**config.mk**
```make
export PLATFORM = sky130hd
export DESIGN_NAME = psram_qspi_ctrl
export DESIGN_NICKNAME = d
export VERILOG_FILES = /design/src/rtl/psram_qspi_ctrl.sv
export SDC_FILE = /design/constraint.sdc
export NUM_CORES = 1
export LEC_CHECK = 0
export ABC_AREA = 1
export CORE_UTILIZATION = 40
export DETAILED_ROUTE_END_ITERATION = 10
export GPL_TIMING_DRIVEN = 0
export SLEW_MARGIN = 30
export SYNTH_ARGS = -nofsm -noshare
export SYNTH_HDL_FRONTEND = slang
export SYNTH_SLANG_ARGS = --single-unit
```
**constraint.sdc**
```tcl
create_clock -name clk -period 4.65 [get_ports clk]
set_clock_uncertainty 0.1 [all_clocks]
set_input_delay 1.395 -clock clk [delete_from_list [all_inputs] [get_ports clk]]
set_output_delay 1.395 -clock clk [all_outputs]
set_load 0.01 [all_outputs]
```
**src/rtl/psram_qspi_ctrl.sv**
```systemverilog
// PSRAM serial engine: one SPI / QSPI / QPI transaction per accepted request.
// Parametrised address width, burst length, SCK divider and CE gap.
module psram_qspi_ctrl #(
    parameter int ADDR_W    = 24,
    parameter int MAX_BYTES = 4,
    parameter int DIV_W     = 4,
    parameter int CE_GAP    = 2,
    parameter int NB_W      = $clog2(MAX_BYTES + 1)
) (
    input  logic                   clk,
    input  logic                   rst_n,
    input  logic                   req_valid,
    output logic                   req_ready,
    input  logic [7:0]             req_cmd,
    input  logic [ADDR_W-1:0]      req_addr,
    input  logic [8*MAX_BYTES-1:0] req_wdata,
    input  logic [NB_W-1:0]        req_nbytes,
    input  logic                   req_rd,
    input  logic [3:0]             req_wait,
    input  logic [1:0]             req_mode,
    input  logic                   req_cmd_only,
    input  logic [DIV_W-1:0]       clk_div,
    output logic                   rsp_valid,
    output logic [8*MAX_BYTES-1:0] rsp_rdata,
    output logic                   busy,
    output logic                   sck,
    output logic                   ce_n,
    input  logic [3:0]             din,
    output logic [3:0]             dout,
    output logic [3:0]             douten
);
    localparam int DW   = 8 * MAX_BYTES;
    localparam int BMAX = (DW > ADDR_W) ? DW : ADDR_W;
    localparam int BC_W = $clog2(BMAX + 1);
    localparam int GC_W = (CE_GAP > 1) ? $clog2(CE_GAP) : 1;

    typedef enum logic [2:0] {IDLE, CMD, ADDR, WAIT, DATA, GAP} state_t;

    state_t            state;
    state_t            st_nx;
    logic [DIV_W-1:0]  div_q;
    logic [DIV_W-1:0]  cnt;
    logic [NB_W-1:0]   nb_q;
    logic [3:0]        wait_q;
    logic              rd_q;
    logic              spi_q;
    logic              qpi_q;
    logic              co_q;
    logic [BC_W-1:0]   bcnt;
    logic [GC_W-1:0]   gcnt;
    logic [7:0]        cmd_sh;
    logic [7:0]        cmd_nx;
    logic [ADDR_W-1:0] addr_sh;
    logic [ADDR_W-1:0] addr_nx;
    logic [DW-1:0]     wd_sh;
    logic [DW-1:0]     wd_nx;
    logic [DW-1:0]     racc;
    logic [7:0]        rx_byte;
    logic [7:0]        rx_nx;
    logic              byte_done;
    logic              last_beat;
    logic              m_spi;
    logic              m_qpi;
    int                beats;
    int                bidx;

    assign req_ready = (state == IDLE);
    assign busy      = !req_ready;
    assign m_qpi     = (req_mode == 2'b10);
    assign m_spi     = !(req_mode == 2'b01 || m_qpi);

    // Write data is shifted out byte 0 first, so reorder it once at acceptance.
    function automatic logic [DW-1:0] tx_order(input logic [DW-1:0] w);
        logic [DW-1:0] r;
        r = '0;
        for (int k = 0; k < MAX_BYTES; k++)
            r[DW-1-8*k -: 8] = w[8*k +: 8];
        return r;
    endfunction

    // Pad drive for the beat about to start, as {douten, dout}.
    function automatic logic [7:0] drive(
        input state_t            st,
        input logic              spi,
        input logic              qpi,
        input logic              rd,
        input logic [7:0]        c,
        input logic [ADDR_W-1:0] a,
        input logic [DW-1:0]     w
    );
        logic [7:0] r;
        r = 8'h00;
        unique case (st)
            CMD:  r = qpi ? {4'hF, c[7:4]} : {4'h1, 3'b000, c[7]};
            ADDR: r = spi ? {4'h1, 3'b000, a[ADDR_W-1]}
                          : {4'hF, a[ADDR_W-1 -: 4]};
            WAIT: r = spi ? 8'h10 : 8'h00;
            DATA: begin
                if (rd)
                    r = spi ? 8'h10 : 8'h00;
                else
                    r = spi ? {4'h1, 3'b000, w[DW-1]} : {4'hF, w[DW-1 -: 4]};
            end
            default: r = 8'h00;
        endcase
        return r;
    endfunction

    always_comb begin
        beats = 1;
        unique case (state)
            CMD:     beats = qpi_q ? 2 : 8;
            ADDR:    beats = spi_q ? ADDR_W : ADDR_W / 4;
            WAIT:    beats = int'(wait_q);
            DATA:    beats = spi_q ? 8 * int'(nb_q) : 2 * int'(nb_q);
            default: beats = 1;
        endcase
        last_beat = (int'(bcnt) == beats - 1);

        st_nx = state;
        if (last_beat) begin
            unique case (state)
                CMD:     st_nx = co_q ? GAP : ADDR;
                ADDR:    st_nx = (rd_q && wait_q != '0) ? WAIT
                               : (nb_q != '0) ? DATA : GAP;
                WAIT:    st_nx = (nb_q != '0) ? DATA : GAP;
                default: st_nx = GAP;
            endcase
        end

        cmd_nx  = cmd_sh;
        addr_nx = addr_sh;
        wd_nx   = wd_sh;
        if (state == CMD)
            cmd_nx = qpi_q ? {cmd_sh[3:0], 4'h0} : {cmd_sh[6:0], 1'b0};
        if (state == ADDR)
            addr_nx = spi_q ? addr_sh << 1 : addr_sh << 4;
        if (state == DATA)
            wd_nx = spi_q ? wd_sh << 1 : wd_sh << 4;

        rx_nx     = spi_q ? {rx_byte[6:0], din[1]} : {rx_byte[3:0], din};
        byte_done = spi_q ? (bcnt[2:0] == 3'b111) : bcnt[0];
        bidx      = spi_q ? int'(bcnt >> 3) : int'(bcnt >> 1);
    end

    always_ff @(posedge clk or negedge rst_n) begin
        if (!rst_n) begin
            state     <= IDLE;
            div_q     <= '0;
            cnt       <= '0;
            nb_q      <= '0;
            wait_q    <= '0;
            rd_q      <= 1'b0;
            spi_q     <= 1'b1;
            qpi_q     <= 1'b0;
            co_q      <= 1'b0;
            bcnt      <= '0;
            gcnt      <= '0;
            cmd_sh    <= '0;
            addr_sh   <= '0;
            wd_sh     <= '0;
            racc      <= '0;
            rx_byte   <= '0;
            sck       <= 1'b0;
            ce_n      <= 1'b1;
            dout      <= '0;
            douten    <= '0;
            rsp_valid <= 1'b0;
            rsp_rdata <= '0;
        end else begin
            rsp_valid <= 1'b0;
            unique case (state)
                IDLE: begin
                    if (req_valid) begin
                        div_q   <= clk_div;
                        nb_q    <= req_nbytes;
                        wait_q  <= req_wait;
                        rd_q    <= req_rd;
                        spi_q   <= m_spi;
                        qpi_q   <= m_qpi;
                        co_q    <= req_cmd_only;
                        cmd_sh  <= req_cmd;
                        addr_sh <= req_addr;
                        wd_sh   <= tx_order(req_wdata);
                        racc    <= '0;
                        rx_byte <= '0;
                        cnt     <= '0;
                        bcnt    <= '0;
                        sck     <= 1'b0;
                        ce_n    <= 1'b0;
                        state   <= CMD;
                        {douten, dout} <= drive(CMD, m_spi, m_qpi, req_rd,
                                                req_cmd, req_addr,
                                                tx_order(req_wdata));
                    end
                end
                GAP: begin
                    if (int'(gcnt) == CE_GAP - 1)
                        state <= IDLE;
                    else
                        gcnt <= gcnt + GC_W'(1);
                end
                default: begin
                    if (cnt != div_q) begin
                        cnt <= cnt + DIV_W'(1);
                    end else begin
                        cnt <= '0;
                        if (!sck) begin
                            sck <= 1'b1;
                            if (state == DATA && rd_q) begin
                                rx_byte <= rx_nx;
                                if (byte_done)
                                    racc[8*bidx +: 8] <= rx_nx;
                            end
                        end else begin
                            sck     <= 1'b0;
                            state   <= st_nx;
                            bcnt    <= last_beat ? '0 : bcnt + BC_W'(1);
                            cmd_sh  <= cmd_nx;
                            addr_sh <= addr_nx;
                            wd_sh   <= wd_nx;
                            {douten, dout} <= drive(st_nx, spi_q, qpi_q, rd_q,
                                                    cmd_nx, addr_nx, wd_nx);
                            // Final falling edge: release CE and report together.
                            if (st_nx == GAP) begin
                                ce_n      <= 1'b1;
                                rsp_valid <= 1'b1;
                                rsp_rdata <= racc;
                                gcnt      <= '0;
                            end
                        end
                    end
                end
            endcase
        end
    end
endmodule

```
==> results of run 1 <==
critical path: stages, from the launching register on:
cell             delay (ps)
dfrtp_1                 340
buf_6                   170
inv_4                    80
nand2_4                 140
nor2_2                   70
inv_2                   170
clkbuf_1                470
clkbuf_2                380
clkdlybuf4s50_1         600
per-stage QoR:
stage               instance area [µm²]  util [%]  hold slack, ps
finish                            11500      50.8             369
global route                      11500      50.8             401
CTS                               11500      50.8             373
detailed placement                10900      48.3             355
global placement                  10900      48.0             348
floorplan                          9210         -             337
area by class of cell:
cell class / instances / area, µm²
clock inverter: 15 / 154
tap: 285 / 357
sequential: 173 / 4330
clock buffer: 17 / 425
multi-input combinational: 799 / 4070
timing repair buffer: 132 / 1360
inverter: 137 / 526
fill: 2193 / 11100
buffer: 50 / 284
repair_timing:
| item | in CTS | in global routing |
|---|---|---|
| gates resized for setup | 2 | 2 |
| endpoints found under the hold margin | 0 | 0 |
| setup endpoints to repair | 1 | 1 |
| setup buffers | 0 | 0 |
state kept, by name, indices dropped and copies added (netlist names), 4 cells and up:
signal     cells
racc          32
rsp_rdata     32
wd_sh         32
addr_sh       24
cmd_sh         8
rx_byte        7
bcnt           6
cnt            4
div_q          4
dout           4
wait_q         4
path summary, 6_finish.rpt:
kind                            slack (ps)             to     start  cells after the start
worst max register to register         760   rsp_rdata[4]     spi_q                     26
worst min-delay path                   370  rsp_rdata[25]  racc[25]                      2
min in group asynchronous              640      wd_sh[12]     rst_n                      1
max in group asynchronous             3160           ce_n     rst_n                      2
worst max-delay path                   280           busy  state[0]                      8
worst min register to register         370  rsp_rdata[25]  racc[25]                      2
routing by layer:
| layer | vias to the layer above | GRT usage (%) | wire length, µm |
|---|---|---|---|
| met5 | - | 0 | 0 |
| met4 | 0 | 6.76 | 420 |
| met3 | 28 | 3.18 | 875 |
| met2 | 192 | 36.2 | 11500 |
| met1 | 3864 | 31.0 | 12300 |
| li1 | 4129 | - | - |
logic make-up (layout without fill, tap and decap cells):
| family | after synthesis | in the layout | share of synthesized area, % |
|---|---|---|---|
| and+or+nand+nor | 540 | 540 | 26.1 |
| buffers and inverters | 188 | 351 | 8.79 |
| DFF | 173 | 173 | 47.0 |
| adders and majority gates | 8 | 8 | 1.09 |
| AOI/OAI and AO/OA | 244 | 244 | 16.3 |
| xor gates and xnor gates | 7 | 7 | 0.666 |
power breakdown:
group / internal (mW) / switching (mW) / leakage [nW]
Clock: 0.714 / 0.694 / 0.271
Combinational: 1.07 / 2.02 / 2.75
Sequential: 1.92 / 0.224 / 2.23
Total: 3.70 / 2.94 / 5.25
placed cells by master (no fill, tap or decap), types with 5 or more instances in the layout:
master           count
a221oi_1             8
buf_2                6
clkbuf_1            25
inv_1              123
o211ai_1             7
buf_4                5
dfrtp_1            171
clkbuf_16           17
o22ai_1             11
o21a_1               5
nand2_2             10
inv_2                8
a21oi_1             24
clkdlybuf4s50_1    129
inv_8                5
o21ai_0            127
o32ai_1              5
or2_2                9
nor2_2               5
ha_1                 8
nand4_1             15
o221ai_1            32
nor3_1               8
nand3_2              5
xor2_1               7
nor2_1              66
nor2_4               8
nand3_1             44
o31ai_1              6
buf_6                9
nand2_1            354
==> results.md, run 1 <==
* Root buffer cell: clkbuf_16
* Cts hold-fix bufs at 0
* Leakage power total at 5.25 nW
* Die footprint at 23600 µm²
* Seq/Total Area, Yosys at 47.0%
* Total grt overflow at 0
* Mapped Area at 9210 µm²
* CTS clk-pin slew, worst paths at 80 ps
* Number of nets in the layout at 1404
* Placed Cells at 1577
* # setup viols final at 0
* Startpoint Class: flop
* Place WS at -132 ps
* Max Transition Viols Final at 0
* Post-synthesis cell type count at 50
* Antenna Cells at 0
* Per-cell routed wire length at 15.6 µm
* CTS tree: done
* Fin crit period at 4370 ps
* RSZ-0062 raised after global routing: false
* Warnings from Yosys at 0
* Most frequent cell after synthesis: nand2_1
* Fin crit share at 94.0%
* Worst skew pair latency at 440 ps
* Initial antenna violation count at 0
* Min setup slack post-route at 280 ps
* Cells after Synth at 1160
* Synth top cells by count: 354 x nand2_1, 171 x dfrtp_1, 127 x o21ai_0
* Share of post-route cells with drive strength above 1 at 9.37%
* Final Hold Fails at 0
* Highest Clock Rate at 229 MHz
* Slew HR at 51.4%
* Die X at 154 µm
* 1st-iter DRT viols at 476
* DRC viols at 0
* Main area contributors after synthesis: dfrtp_1 46%, nand2_1 14%, o21ai_0 6.9%
* Avg Inst Size Synth at 7.94 µm²
* Total CTS buffers at 17
* Area Growth Syn to Fin at 24.9%
* Starting Density at 40.7%
* Clock sinks at 173
* CTS max path bufs at 2
* Die Span Y at 154 µm
* Vias in the first global route at 8164
* Remaining antenna violation count at 0
* DR pass1 iterations at 5
* # IOs at 131
* Dpl hpwl at 18.8 mm
* Maximum VDD drop at 0.246 mV
* First-pass GRT wire length at 42.0 mm
* DRT Wirelength at 25.1 mm
* Pwr dens at 577 nW/µm²
* Post-synth ARST share at 100%
* Non-filler instance count after layout at 1608
* Synth top area share at 46.5%
* Synth Register Bits at 173
* Total chip power at 6.64 mW
* Vias per std cell at 5.11
* RePlAce Congestion at 0.887
* Min-delay worst type: flop to flop
* Crit Path Category: flop to primary output
* IO buf count at 130
* Max_cap viols at 0
* Fin Setup TNS at 0 ps
* H-tree depth at 4
* Area leader, netlist: dfrtp_1
* CP Data Required Time at 3150 ps
* Std cell rows at 55
* Critical path fanouts, max at 10
* Pin count of the biggest net entering global routing at 88
* Syn nets at 1254
* Actual slew at the worst max-slew pin at 721 ps
* Status: completed
* Critical Path AT at 2870 ps
* GRT Util Overall at 22.4%
* Routed via count at 8213
* Core area at 22600 µm²
* Post-synth EDFFs at 0
* Worst Setup End Kind: primary output
* Top_reg_cell synth: dfrtp_1
Power figures use the tool's default switching activity.
==> run 2, diff against run 1 <==
- GPL_ROUTABILITY_DRIVEN: default -> 0
==> results of run 2 <==
Same layout as run 1: the final DEF is identical, and so are final timing and power.
